$ cat src/rtl/pipe_stage_skid_reg.sv
// Elastic pipeline stage register with a 2-entry skid buffer; in_ready is driven from a flop.
// Optional stall/bubble perf counters are built when PIPE_STAGE_PERF_EN is defined.
module pipe_stage_skid_reg #(
  parameter int unsigned       DATA_W   = 32,
  parameter int unsigned       CTRL_W   = 16,
  parameter logic [CTRL_W-1:0] CTRL_NOP = '0,
  parameter int unsigned       CNT_W    = 16
) (
  input  logic              clk,
  input  logic              reset_n,
  input  logic              flush,
  input  logic              in_valid,
  output logic              in_ready,
  input  logic [DATA_W-1:0] in_data,
  input  logic [CTRL_W-1:0] in_ctrl,
  output logic              out_valid,
  input  logic              out_ready,
  output logic [DATA_W-1:0] out_data,
  output logic [CTRL_W-1:0] out_ctrl,
  output logic [CNT_W-1:0]  stall_cnt,
  output logic [CNT_W-1:0]  bubble_cnt
);

  typedef enum logic [1:0] {
    EMPTY = 2'd0,
    ONE   = 2'd1,
    FULL  = 2'd2
  } state_t;

  state_t            state_q, state_d;
  logic              out_valid_q, out_valid_d;
  logic              in_ready_q, in_ready_d;
  logic [DATA_W-1:0] main_data_q, main_data_d;
  logic [CTRL_W-1:0] main_ctrl_q, main_ctrl_d;
  logic [DATA_W-1:0] skid_data_q, skid_data_d;
  logic [CTRL_W-1:0] skid_ctrl_q, skid_ctrl_d;
  logic              in_fire;
  logic              out_fire;

  assign in_fire  = in_valid & in_ready_q;
  assign out_fire = out_valid_q & out_ready;

  // State and entry registers; reset dominates flush.
  always_ff @(posedge clk) begin
    if (!reset_n) begin
      state_q     <= EMPTY;
      out_valid_q <= 1'b0;
      in_ready_q  <= 1'b1;
      main_data_q <= '0;
      main_ctrl_q <= CTRL_NOP;
      skid_data_q <= '0;
      skid_ctrl_q <= CTRL_NOP;
    end else begin
      state_q     <= state_d;
      out_valid_q <= out_valid_d;
      in_ready_q  <= in_ready_d;
      main_data_q <= main_data_d;
      main_ctrl_q <= main_ctrl_d;
      skid_data_q <= skid_data_d;
      skid_ctrl_q <= skid_ctrl_d;
    end
  end

  // Next-state and next-entry logic; an empty main entry always reads as a NOP bubble.
  always_comb begin
    state_d     = state_q;
    main_data_d = main_data_q;
    main_ctrl_d = main_ctrl_q;
    skid_data_d = skid_data_q;
    skid_ctrl_d = skid_ctrl_q;

    unique case (state_q)
      EMPTY: begin
        if (in_fire) begin
          main_data_d = in_data;
          main_ctrl_d = in_ctrl;
          state_d     = ONE;
        end
      end
      ONE: begin
        if (in_fire && out_fire) begin
          main_data_d = in_data;
          main_ctrl_d = in_ctrl;
        end else if (in_fire) begin
          skid_data_d = in_data;
          skid_ctrl_d = in_ctrl;
          state_d     = FULL;
        end else if (out_fire) begin
          main_data_d = '0;
          main_ctrl_d = CTRL_NOP;
          state_d     = EMPTY;
        end
      end
      FULL: begin
        if (out_fire) begin
          main_data_d = skid_data_q;
          main_ctrl_d = skid_ctrl_q;
          skid_data_d = '0;
          skid_ctrl_d = CTRL_NOP;
          state_d     = ONE;
        end
      end
      default: begin
        state_d = EMPTY;
      end
    endcase

    if (flush) begin
      state_d     = EMPTY;
      main_data_d = '0;
      main_ctrl_d = CTRL_NOP;
      skid_data_d = '0;
      skid_ctrl_d = CTRL_NOP;
    end

    out_valid_d = (state_d != EMPTY);
    in_ready_d  = (state_d != FULL);
  end

  assign out_valid = out_valid_q;
  assign in_ready  = in_ready_q;
  assign out_data  = main_data_q;
  assign out_ctrl  = main_ctrl_q;

`ifdef PIPE_STAGE_PERF_EN
  localparam logic [CNT_W-1:0] CNT_MAX = '1;

  logic [CNT_W-1:0] stall_q;
  logic [CNT_W-1:0] bubble_q;

  // Saturating counters, cleared only by reset.
  always_ff @(posedge clk) begin
    if (!reset_n) begin
      stall_q  <= '0;
      bubble_q <= '0;
    end else begin
      if (out_valid_q && !out_ready && (stall_q != CNT_MAX)) begin
        stall_q <= stall_q + CNT_W'(1);
      end
      if (!out_valid_q && out_ready && (bubble_q != CNT_MAX)) begin
        bubble_q <= bubble_q + CNT_W'(1);
      end
    end
  end

  assign stall_cnt  = stall_q;
  assign bubble_cnt = bubble_q;
`else
  assign stall_cnt  = '0;
  assign bubble_cnt = '0;
`endif

endmodule

$ cat config.mk
export PLATFORM = sky130hd
export DESIGN_NAME = pipe_stage_skid_reg
export DESIGN_NICKNAME = d
export VERILOG_FILES = /design/src/rtl/pipe_stage_skid_reg.sv
export SDC_FILE = /design/constraint.sdc
export NUM_CORES = 1
export LEC_CHECK = 0
export ABC_AREA = 1
export CAP_MARGIN = 30
export CORE_UTILIZATION = 30
export DETAILED_ROUTE_END_ITERATION = 8
export GPL_TIMING_DRIVEN = 0
export HOLD_SLACK_MARGIN = 0.06
export SLEW_MARGIN = 20
export SYNTH_ARGS = -nofsm -noshare
export SYNTH_HDL_FRONTEND = slang
export SYNTH_SLANG_ARGS = --single-unit
$ cat constraint.sdc
create_clock -name clk -period 2.1 [get_ports clk]
set_input_delay 0.63 -clock clk [delete_from_list [all_inputs] [get_ports clk]]
set_output_delay 0.63 -clock clk [all_outputs]
set_load 0.005 [all_outputs]
==> out/metrics.cfg <==
[job]
maxCapViolCount=0

[critical_path]
rrSetupSlack_ps=160
worst_ep_required_time_ps=2400
arrival_ps=2290
cp-end-kind=register
r2r-end=out_data[11]
r2r.worst_path.cells=10
path_class=in2reg
cp-startpoint=reset_n
worstPathMaxFanout=10
cp-start-kind=input pin
r2r_start=state_q[1]

[yosys]
synth_cells=917
synthMuxAreaShare_pct=0
netlist_area_sq_mm=0.00554
yosys.area_share.simple_pct=43.2
synth_xor_area_share_pct=0
ys_seq_elements=100
yosysWarnings=0
seq_area_frac_synth_pct=36.2
synthDistinctLibCells=20
synth-compound-area-share_pct=1.85
synth_area_per_cell_sq_um=6.04
synth_top_family_by_area=simple AND/OR/NAND/NOR gates
synth-adder-area-share_pct=1.13

[layout]
synthToLayoutAreaGrowth_pct=32.1
n_fill_cell=1949
drive_above_1_share_pct=8.83
num_antenna_cells=0
multi_input_area_sq_mm=0.00270
fin_nets=1117
fin_cells=1293
regArea_sq_mm=0.00200

[sta]
whs_ps=468
setup_viol=0
max_freq_mhz=502
clock_skew_ps=11.4
fin_setup_tns_ps=0
rsz0062_at_grt=true
worstMarginPinSlew_ps=580
hold_viol=0
period_share_pct=94.8
period_needed_ps=1990
slew_viol_final=0
max-slew-margin-rel_pct=61.3

[floorplanning]
fp.coreArea_sq_mm=0.0180
dieWidth_um=138
num_rows=49
die_h_um=138
start_util_pct=30.7
dieArea_sq_mm=0.0190
io_pins=135

[cts]
clkLatencyLatePin_ps=360
cts_buffers=9
cts_setup_buffers=0
clock-sinks=100
path_clk_slew_ps=70
clk_path_buf_depth=2
cts_root_buf=clkbuf_16
cts-hold-fix-buffers=0
cts_tree=built
htree_levels=3

[pwr]
seq_power_share_pct=43.5
p_sw_mw=1.25
ir_drop_mv=0.389
swShare_pct=27.2
internal-power_mw=3.36
powerDensity_mw_per_mm2=631
pwr-share-comb_pct=19.0
leakage_nw=3.46
power.share.clock_pct=37.5

[hold_path]
hp-class=reg2reg
hold-path-endpoint=skid_data_q[12]
holdCritStartpoint=skid_data_q[12]
hold_path_depth=2

[place]
place_inst=1279
numPortBuffers=102
dp_hpwl_mm=11.6
gp_congestion=0.815

[drt]
wl_mm=16.0
routed_via_density=4.32
firstDrtPassIters=6
wl_per_cell_um=12.3
drcViolationCount=0
num_vias=5580
drtIter0Drc=278
drtAntennaViolNets=0

[global_routing]
grt_antenna_before_repair=1
grt_pass1_wl_mm=25.3
grt_max_degree=16
grt-ovfl-total=0
gr-usage-all-layers_pct=17.5
grt_pass1_vias=5074

[status]
status=finished, final reports clean

worst max path at each step:
stage / endpoint / cells past startpoint
4_1_cts: out_data[22] / 9
3_5_place_dp: out_data[11] / 9
6_report: out_data[19] / 8
5_1_grt: out_data[6] / 10
2_1_floorplan: out_data[14] / 9
3_3_place_gp: out_data[11] / 9
layout make-up:
| type | instances | area share (%) |
|---|---|---|
| well taps | 229 | 3.92 |
| inverters | 124 | 6.37 |
| multi-input cells | 629 | 36.9 |
| clock buffers | 11 | 3.46 |
| flip-flops and latches | 100 | 27.4 |
| clock inverters | 5 | 0.685 |
| repair buffers | 102 | 14.0 |
| plain buffers | 93 | 7.33 |
repair_timing:
item	4_1_cts	5_1_grt
pin swaps	0	0
resized for setup	6	30
endpoints found under the setup margin	18	86
critical path, cell delays in order:
cell and delay [ps]:
clkdlybuf4s50_1 450, inv_1 30, or2_2 280, clkinv_1 150, buf_2 250, buf_2 290
nand2_1 90, nor2_1 110
placed cells by master, fill, tap and decap left out, types with 2 or more instances in the layout:
cell type and count:
clkbuf_2 10, nand2_2 2, clkbuf_4 4, buf_2 16
clkbuf_16 9, nor2_1 227, buf_1 4, clkbuf_8 2
nand2_1 207, buf_4 37, clkinv_2 4, clkbuf_1 22
a21oi_1 16, inv_1 121, ha_1 5, nand4_1 48
nand3_1 84, dfxtp_1 99, clkdlybuf4s50_1 102, conb_1 32
inv_2 2
cell usage after synthesis, drive strengths merged:
cell / number / area [sq um]
a21oi: 16 / 80.1
buf: 64 / 394
clkbuf: 31 / 116
clkinv: 1 / 3.75
conb: 1 / 3.75
dfxtp: 100 / 2000
ha: 5 / 62.6
inv: 123 / 462
nand2: 210 / 788
nand3: 85 / 430
nand3b: 1 / 7.51
nand4: 48 / 300
nor2: 228 / 856
o21ai: 3 / 22.5
or2: 1 / 6.26
sequential cells by signal, summed over array words and instances (netlist names):
| signal | cells |
|---|---|
| skid_ctrl_q | 16 |
| in_ready | 1 |
| state_q | 2 |
| out_ctrl | 16 |
| skid_data_q | 32 |
| out_data | 32 |
| out_valid | 1 |
power groups by stage:
stage	registers [mW]	logic [mW]	clock network (mW)
floorplan	2.05	0.508	0
global placement	2.05	0.867	0
detailed placement	2.05	0.866	0
CTS	2.01	0.875	1.76
global route	2.01	0.996	1.85
finish	2.01	0.877	1.73
metrics by stage:
step	total power [mW]	setup slack, ps	utilization (%)	area (sq um)
floorplan	2.56	420	-	5650
global placement	2.91	-421	38.6	6960
detailed placement	2.91	-430	38.6	6960
CTS	4.64	1.26	40.4	7280
global route	4.86	-8.19	40.6	7310
finish	4.61	109	40.6	7310
cells by family after synthesis:
logic type	Yosys count
AOI/OAI and AO/OA	19
DFF	100
adders and majority gates	5
and+or+nand+nor	573
buffers and inverters	219
other	1
per-layer routing:
metal | part of all wire [%] | GRT usage (%) | vias to the layer above
li1 | - | - | 3004
met1 | 45 | 21.5 | 2423
met2 | 48 | 30.1 | 140
met3 | 5.8 | 3.86 | 13
met4 | 1.1 | 5.43 | 0
met5 | 0 | 0 | -
No activity file was read; power rests on OpenSTA's default activity.
